### src/rtl/fifo_arb_pkg.sv
// Shared types and sizing helpers for the FIFO write-port arbiter.
package fifo_arb_pkg;

    // Arbiter FSM: IDLE picks a grantee, BURST streams its words.
    typedef enum logic [0:0] {
        IDLE  = 1'b0,
        BURST = 1'b1
    } arb_state_t;

    // Default configuration and the widths derived from it.
    localparam int DEF_N_REQ     = 4;
    localparam int DEF_MAX_BURST = 4;
    localparam int GID_W         = $clog2(DEF_N_REQ);
    localparam int CNT_W         = $clog2(DEF_MAX_BURST) + 1;

    // Burst counter width for a given burst limit (one spare bit keeps MAX_BURST=1 legal).
    function automatic int cnt_width(input int max_burst);
        return $clog2(max_burst) + 1;
    endfunction

endpackage

### src/rtl/fifo_wr_arbiter_rr_pick.sv
// Combinational rotate-priority encoder: first set req bit at or after ptr, wrapping at N.
module rr_pick #(
    parameter int N = 4,
    parameter int W = $clog2(N)
) (
    input  logic [N-1:0] req,
    input  logic [W-1:0] ptr,
    output logic [W-1:0] gnt_idx,
    output logic         any
);

    // cand[k] is the index visited k-th in the scan, i.e. (ptr + k) mod N.
    logic [W:0]   cand_sum [N];
    logic [W-1:0] cand     [N];

    genvar gi;
    generate
        for (gi = 0; gi < N; gi++) begin : g_cand
            assign cand_sum[gi] = {1'b0, ptr} + (W+1)'(gi);
            // ptr is always < N, so one conditional subtraction is a full modulo.
            assign cand[gi] = (cand_sum[gi] >= (W+1)'(N)) ? W'(cand_sum[gi] - (W+1)'(N))
                                                           : cand_sum[gi][W-1:0];
        end
    endgenerate

    // Scan from the farthest candidate down so the nearest valid one wins.
    always_comb begin
        gnt_idx = '0;
        any     = 1'b0;
        for (int k = N - 1; k >= 0; k--) begin
            if (req[cand[k]]) begin
                gnt_idx = cand[k];
                any     = 1'b1;
            end
        end
    end

endmodule

### src/rtl/fifo_wr_arbiter.sv
// Round-robin, burst-bounded arbiter sharing one async-FIFO write port.
module fifo_wr_arbiter
    import fifo_arb_pkg::*;
#(
    parameter int N_REQ      = DEF_N_REQ,
    parameter int DATA_WIDTH = 8,
    parameter int MAX_BURST  = DEF_MAX_BURST
) (
    input  logic                          wclk,
    input  logic                          wrst,
    input  logic [N_REQ-1:0]              req_valid,
    input  logic [N_REQ*DATA_WIDTH-1:0]   req_data,
    input  logic [N_REQ-1:0]              req_last,
    output logic [N_REQ-1:0]              req_ready,
    input  logic                          full,
    output logic                          wr_en,
    output logic [DATA_WIDTH-1:0]         wdata,
    output logic [$clog2(N_REQ)-1:0]      grant_id,
    output logic                          busy
);

    localparam int             GW       = $clog2(N_REQ);
    localparam int             CW       = cnt_width(MAX_BURST);
    localparam logic [CW-1:0]  CNT_LAST = CW'(MAX_BURST - 1);
    localparam logic [GW-1:0]  GID_MAX  = GW'(N_REQ - 1);

    arb_state_t              state_reg;
    logic [GW-1:0]           grant_id_reg;
    logic [GW-1:0]           rr_ptr_reg;
    logic [CW-1:0]           cnt_reg;
    logic                    busy_reg;

    logic [GW-1:0]           next_ptr;
    logic [GW-1:0]           pick_idx;
    logic                    pick_any;
    logic                    in_burst;
    logic                    sel_valid;
    logic                    sel_last;
    logic [DATA_WIDTH-1:0]   data_arr [N_REQ];

    genvar gi;
    generate
        for (gi = 0; gi < N_REQ; gi++) begin : g_lane
            assign data_arr[gi]  = req_data[gi*DATA_WIDTH +: DATA_WIDTH];
            assign req_ready[gi] = wr_en && (grant_id_reg == GW'(gi));
        end
    endgenerate

    rr_pick #(
        .N (N_REQ),
        .W (GW)
    ) u_pick (
        .req     (req_valid),
        .ptr     (rr_ptr_reg),
        .gnt_idx (pick_idx),
        .any     (pick_any)
    );

    // Write port follows the grantee directly; full blocks the strobe but never the grant.
    assign in_burst  = (state_reg == BURST);
    assign sel_valid = req_valid[grant_id_reg];
    assign sel_last  = req_last[grant_id_reg];
    assign wr_en     = in_burst && sel_valid && !full;
    assign wdata     = data_arr[grant_id_reg];
    assign next_ptr  = (grant_id_reg == GID_MAX) ? '0 : grant_id_reg + 1'b1;
    assign grant_id  = grant_id_reg;
    assign busy      = busy_reg;

    // Grant FSM: pick in IDLE, count writes in BURST, release on last/cap/withdraw.
    always_ff @(posedge wclk) begin
        if (wrst) begin
            state_reg    <= IDLE;
            grant_id_reg <= '0;
            rr_ptr_reg   <= '0;
            cnt_reg      <= '0;
            busy_reg     <= 1'b0;
        end else begin
            case (state_reg)
                IDLE: begin
                    if (pick_any) begin
                        grant_id_reg <= pick_idx;
                        cnt_reg      <= '0;
                        state_reg    <= BURST;
                        busy_reg     <= 1'b1;
                    end
                end
                BURST: begin
                    if (!sel_valid) begin
                        // Requester withdrew: drop the grant without a write.
                        state_reg  <= IDLE;
                        rr_ptr_reg <= next_ptr;
                        busy_reg   <= 1'b0;
                    end else if (!full) begin
                        if (sel_last || cnt_reg == CNT_LAST) begin
                            state_reg  <= IDLE;
                            rr_ptr_reg <= next_ptr;
                            busy_reg   <= 1'b0;
                        end else begin
                            cnt_reg <= cnt_reg + 1'b1;
                        end
                    end
                    // valid & full: stall with grant and count held.
                end
                default: begin
                    state_reg <= IDLE;
                    busy_reg  <= 1'b0;
                end
            endcase
        end
    end

endmodule

### config.mk
export PLATFORM = sky130hd
export DESIGN_NAME = fifo_wr_arbiter
export DESIGN_NICKNAME = d
export VERILOG_FILES = /design/src/rtl/fifo_arb_pkg.sv /design/src/rtl/fifo_wr_arbiter_rr_pick.sv /design/src/rtl/fifo_wr_arbiter.sv
export SDC_FILE = /design/constraint.sdc
export NUM_CORES = 1
export LEC_CHECK = 0
export ABC_AREA = 1
export CAP_MARGIN = 5
export CELL_PAD_IN_SITES_DETAIL_PLACEMENT = 0
export CELL_PAD_IN_SITES_GLOBAL_PLACEMENT = 2
export CORE_MARGIN = 2
export CORE_UTILIZATION = 17
export CTS_CLUSTER_SIZE = 14
export DETAILED_ROUTE_END_ITERATION = 16
export PLACE_DENSITY_LB_ADDON = 0.1
export SYNTH_ARGS = -nofsm -noshare
export SYNTH_HDL_FRONTEND = slang
export SYNTH_SLANG_ARGS = --single-unit
### constraint.sdc
create_clock -name wclk -period 1.77 [get_ports wclk]
set_input_delay 0.4425 -clock wclk [delete_from_list [all_inputs] [get_ports wclk]]
set_output_delay 0.4425 -clock wclk [all_outputs]
set_load 0.01 [all_outputs]
; ---- Word-level counts from Yosys, hierarchy flattened
; Cells that the tools add are included.
[totals]
regBits = 9
input_bits = 43
output_inout_bits = 16
elab_cells = 97
[op_classes]
n_addsub = 9
order_cmp = 10
eq_ne = 12
n_mux = 46
n_bitwise = 2
n_reduce_logical = 13
[op_table]
columns = operator, count
row1 = two-way mux 2 bit, 12
row2 = two-way mux 1 bit, 18
row3 = binary-select mux 8 bit (select 2 bit), 1
row4 = two-way mux 8 bit, 2
row5 = "less-than comparator 2 x 3 -> 1 bit, second input constant", 5
row6 = binary-select mux 1 bit (select 2 bit), 6
row7 = ">= comparator 3 bit, second input constant", 4
row8 = two-way mux 3 bit, 4
row9 = "!= test 2 bit, second input constant", 4
row10 = "subtractor 2 x 1 -> 2 bit, second input constant", 4
row11 = "adder 2 x 2 -> 3 bit, second input constant", 2
row12 = logical AND 1 bit, 6
row13 = case mux 3 bit (2 select lines), 1
row14 = AND reduction 3 bit, 2
row15 = "== test 2 bit, second input constant", 2
row16 = "!= test 2 x 1 -> 1 bit, second input constant", 2
row17 = case mux 1 bit (2 select lines), 2
row18 = AND reduction 4 bit, 1
row19 = "adder 2 x 1 -> 3 bit, second input constant", 1
row20 = "adder 3 x 1 -> 3 bit, second input constant", 1
row21 = "== test 3 x 2 -> 1 bit, second input constant", 1
row22 = ">= comparator 2 x 3 -> 1 bit, second input constant", 1
row23 = "!= test 3 x 2 -> 1 bit, second input constant", 1
row24 = "!= test 3 bit, second input constant", 1
row25 = 8 further kinds, 8

; ---- Longest topological paths before layout
[logic_depth]
word_depth = 11
mapped_depth = 12

; ---- Modules after synthesis
; From an unflattened synthesis, not the netlist that was laid out.
[unflattened]
cells_unflattened = 174
area_unflattened_um2 = 1029.7
[by_module_without_submodules]
columns = mod, instances, cells_per_inst, area_each_um2
row1 = fifo_wr_arbiter, 1, 130, 804.5
row2 = rr_pick, 1, 44, 225.2

; ---- Worst setup path after synthesis
; Ideal clock, no wire load.
[synth_path]
path_type = register to output
start = reg grant_id_reg[0] (netlist: grant_id[0])
end = out req_ready[0]
t_arrival_ns = 1.320
setup_slack_ns = 0.008
path_stages_with_launch = 7
path_cell_list = dfxtp_1 -> inv_2 -> buf_2 -> clkbuf_1 -> ha_1 -> inv_1 -> nor2_1
[synth_between]
elab_chain_cells = 5
[synth_lines]
columns = element, line
row1 = from (decl), fifo_wr_arbiter.sv:28  ; logic [GW-1:0] grant_id_reg;
row2 = from (signal assigned), fifo_wr_arbiter.sv:81  ; grant_id_reg <= pick_idx;
row3 = binary-select mux 1 bit (select 2 bit), fifo_wr_arbiter.sv:61  ; assign sel_valid = req_valid[grant_id_reg];
row4 = two-way mux 1 bit (not written as such), fifo_wr_arbiter.sv:61
row5 = logical AND 1 bit (2 in a row), fifo_wr_arbiter.sv:63  ; assign wr_en = in_burst && sel_valid && !full;
row6 = logical AND 1 bit (*), fifo_wr_arbiter.sv:45  ; assign req_ready[gi] = wr_en && (grant_id_reg == GW'(gi));
row7 = to (decl), fifo_wr_arbiter.sv:14  ; output logic [N_REQ-1:0] req_ready,
; Mark *: on every way between the ends. The rest lies on a longest branch, timed or not. The select of a mux whose other input is x is not followed.

; ---- Worst setup path after layout
[layout_path]
start = reg grant_id_reg[0] (netlist: grant_id[0])
end = out req_ready[3]
; Same word-level chain as after synthesis.

==> results.ini <==
[status]
outcome = finished clean

[worst_setup_path]
cpPeakStageDelay_ns = 0.36
slowest_stage = dfxtp_4
cp.required_ns = 1.33
path_cells = inv_4, nand2_2, nand3_2, nand2_4, nor3_4, inv_2, nor2_2, buf_2
critPathLaunchType = flip-flop
crit_buf_inv = 3
critPathCaptureType = output pin
crit_type = flip-flop to output pin
crit_fanout = 5
cp_top_family = simple AND/OR/NAND/NOR gates
worst_ep_arrival_time_ns = 1.31

[cts]
cts-root-buf = clkbuf_8
cts_buffers = 3
cts.sinks = 9
insertion_delay_ns = 0.23
cts_max_path_buffers = 2
cts_tree = built
h-tree-depth = 1
clk_pin_slew_ns = 0.05

[final_layout]
syn2layout_area_growth_pct = 79.3
fill_cells = 679
final_area_mm2 = 0.00181
num_antenna_cells = 0
fin_nets = 299
largest_register_ffs = 3
final_layout_size_suffix_gt1_frac = 0.269

[timing]
rsz0062_at_grt = true
period_share = 0.990
fin_skew_ns = 0.000556
maxSlewHeadroom = 0.835
worstMarginPinSlew_ns = 0.246
maxSlewViolCount = 0
clock.fmax_mhz = 571
period_needed_ns = 1.75
hold_viol_final = 0
setup_violations = 0

[die]
die_x_um = 81.0
die_y_um = 81.0
io-pin-count = 59
die_area_mm2 = 0.00656
core_region_area_mm2 = 0.00582
start_util = 0.173
fp-row-count = 28

[synthesis]
synth_simple_gate_area_share = 0.435
synth-edff-count = 0
ys_ff_latch = 9
yosysMostFrequentCell = nand2_1
yosysTopAreaCell = nand2_1
synth_common_cells = nand2_1, nor2_1, o21ai_0
synth.area.top_cells = nand2_1, dfxtp_1, nor2_1
avgSynthCellArea_um2 = 5.76
yosys.area_share.xor_xnor = 0
synth_top_family_by_area = simple AND/OR/NAND/NOR gates
syn_nets = 224
synth_compound_gate_area_share = 0.202
yosysUniqueCellTypes = 28
async_flop_share = 0
syn_inst = 175
synth_flop_cell = dfxtp_1
yosysSeqAreaShare = 0.179
synth_top_area_frac = 0.183
synth_fa_ha_area_frac = 0.0745
synthMuxAreaShare = 0
synthesis.area_mm2 = 0.00101
yosys_warnings = 0

[placement]
io_buffers = 58
postPlaceCellArea_mm2 = 0.00178
post-dp-hpwl_um = 3250
gp_congestion = 0.755

[route]
wire_per_inst_um = 12.2
drc = 0
final_antenna_net_count = 0
first_pass_iters = 4
routed_via_density = 4.34
vias = 1405
routed_wl_um = 3940
dr.first_iter.drc_count = 51

[grt]
grt_antenna_before_repair = 0
use_met3 = 0.0200
grt-busiest-layer = met2
grt_max_degree = 22
grt_usage = 0.124
use_met2 = 0.244
grt_pass1_wl_um = 6340
grt_pass1_vias = 1441
use_met1 = 0.133
grt_overflow = 0

[power]
p_leak_nw = 0.852
power_density_mw_per_mm2 = 1320
vdd_drop_max_v = 0.000399
p_total_w = 0.00238

[min_path]
worstHoldPathType = flip-flop to flip-flop

[job]
max-cap-violations = 0

## worst reg2reg max path, stage by stage (launching register included)
cell     delay (ns)
dfxtp_2        0.37
inv_2          0.06
buf_4          0.16
buf_4          0.14
a21oi_1        0.12
nor2_1         0.07
nand2_1        0.08
nand2_1        0.06
nand2_1        0.10
inv_2          0.05
nand2_1        0.10
o21ai_1        0.07
## path summary, 6_finish.rpt
kind                                   from       endpoint  slack (ns)  cells after the start
worst max-delay path            grant_id[0]   req_ready[3]        0.02                      8
worst max register to register  grant_id[1]  rr_ptr_reg[0]        0.28                     11
worst min register to register   cnt_reg[0]     cnt_reg[0]        0.47                      1
worst min-delay path             cnt_reg[0]     cnt_reg[0]        0.47                      1
## stage by stage
| stage | utilization | worst slack, ns | hold WS, ns | setup TNS, ns | std cells |
|---|---|---|---|---|---|
| 6_report | 0.310 | 0.0181 | 0.473 | 0 | 324 |
| 5_1_grt | 0.310 | -0.0762 | 0.486 | -0.252 | 324 |
| 4_1_cts | 0.309 | -0.103 | 0.473 | -0.340 | 324 |
| 3_5_place_dp | 0.306 | -0.754 | 0.462 | -7.91 | 319 |
| 3_3_place_gp | 0.306 | -0.717 | 0.455 | -7.55 | 319 |
| 2_1_floorplan | - | 0.00755 | 0.435 | 0 | 175 |
## area by class of cell
type,count,area [um^2],share of cell area
inverters,18,72.6,0.0402
repair buffers,77,659,0.365
flip-flops and latches,9,186,0.103
well taps,75,93.8,0.0520
multi-input cells,141,748,0.414
clock buffers,4,45.0,0.0249
## where the power goes
group,total [W],internal [W],leakage [nW],switching (W)
registers,0.000368,0.000277,0.0752,0.0000910
clock network,0.000240,0.000157,0.0228,0.0000829
logic,0.00177,0.000765,0.754,0.00100
## layout by cell type, fill, tap and decap left out, types with 4 or more instances in the layout
cell	Yosys	layout
ha_1	6	6
dfxtp_1	9	6
nor2_1	27	23
inv_1	11	11
o21ai_0	17	15
inv_2	5	4
buf_2	2	12
buf_4	1	17
nand2_2	6	8
o21ai_1	3	4
a21oi_1	8	8
nand3_1	6	5
o22ai_1	8	8
clkdlybuf4s50_1	0	37
nand2_1	49	46
nor2_2	0	4
## cell families after synthesis
kind of cell | count (synthesis)
AND/OR/NAND/NOR | 97
AO/OA/AOI/OAI | 38
buffers and inverters | 25
flip-flops | 9
adder cells (fa/ha/maj) | 6
## per-layer routing
| layer | part of all wire | wire length, um | up-vias |
|---|---|---|---|
| li1 | - | - | 717 |
| met1 | 0.43 | 1690 | 647 |
| met2 | 0.50 | 1980 | 35 |
| met3 | 0.048 | 191 | 6 |
| met4 | 0.020 | 80 | 0 |
| met5 | 0 | 0 | - |
## repair_timing
item / CTS / global route
endpoints found under the setup margin: 19 / 9
pin swaps: 6 / 10
hold buffers: 0 / 0
buffers inserted: 1 / 1
gates resized for setup: 72 / 15
Power figures use the tool's default switching activity.
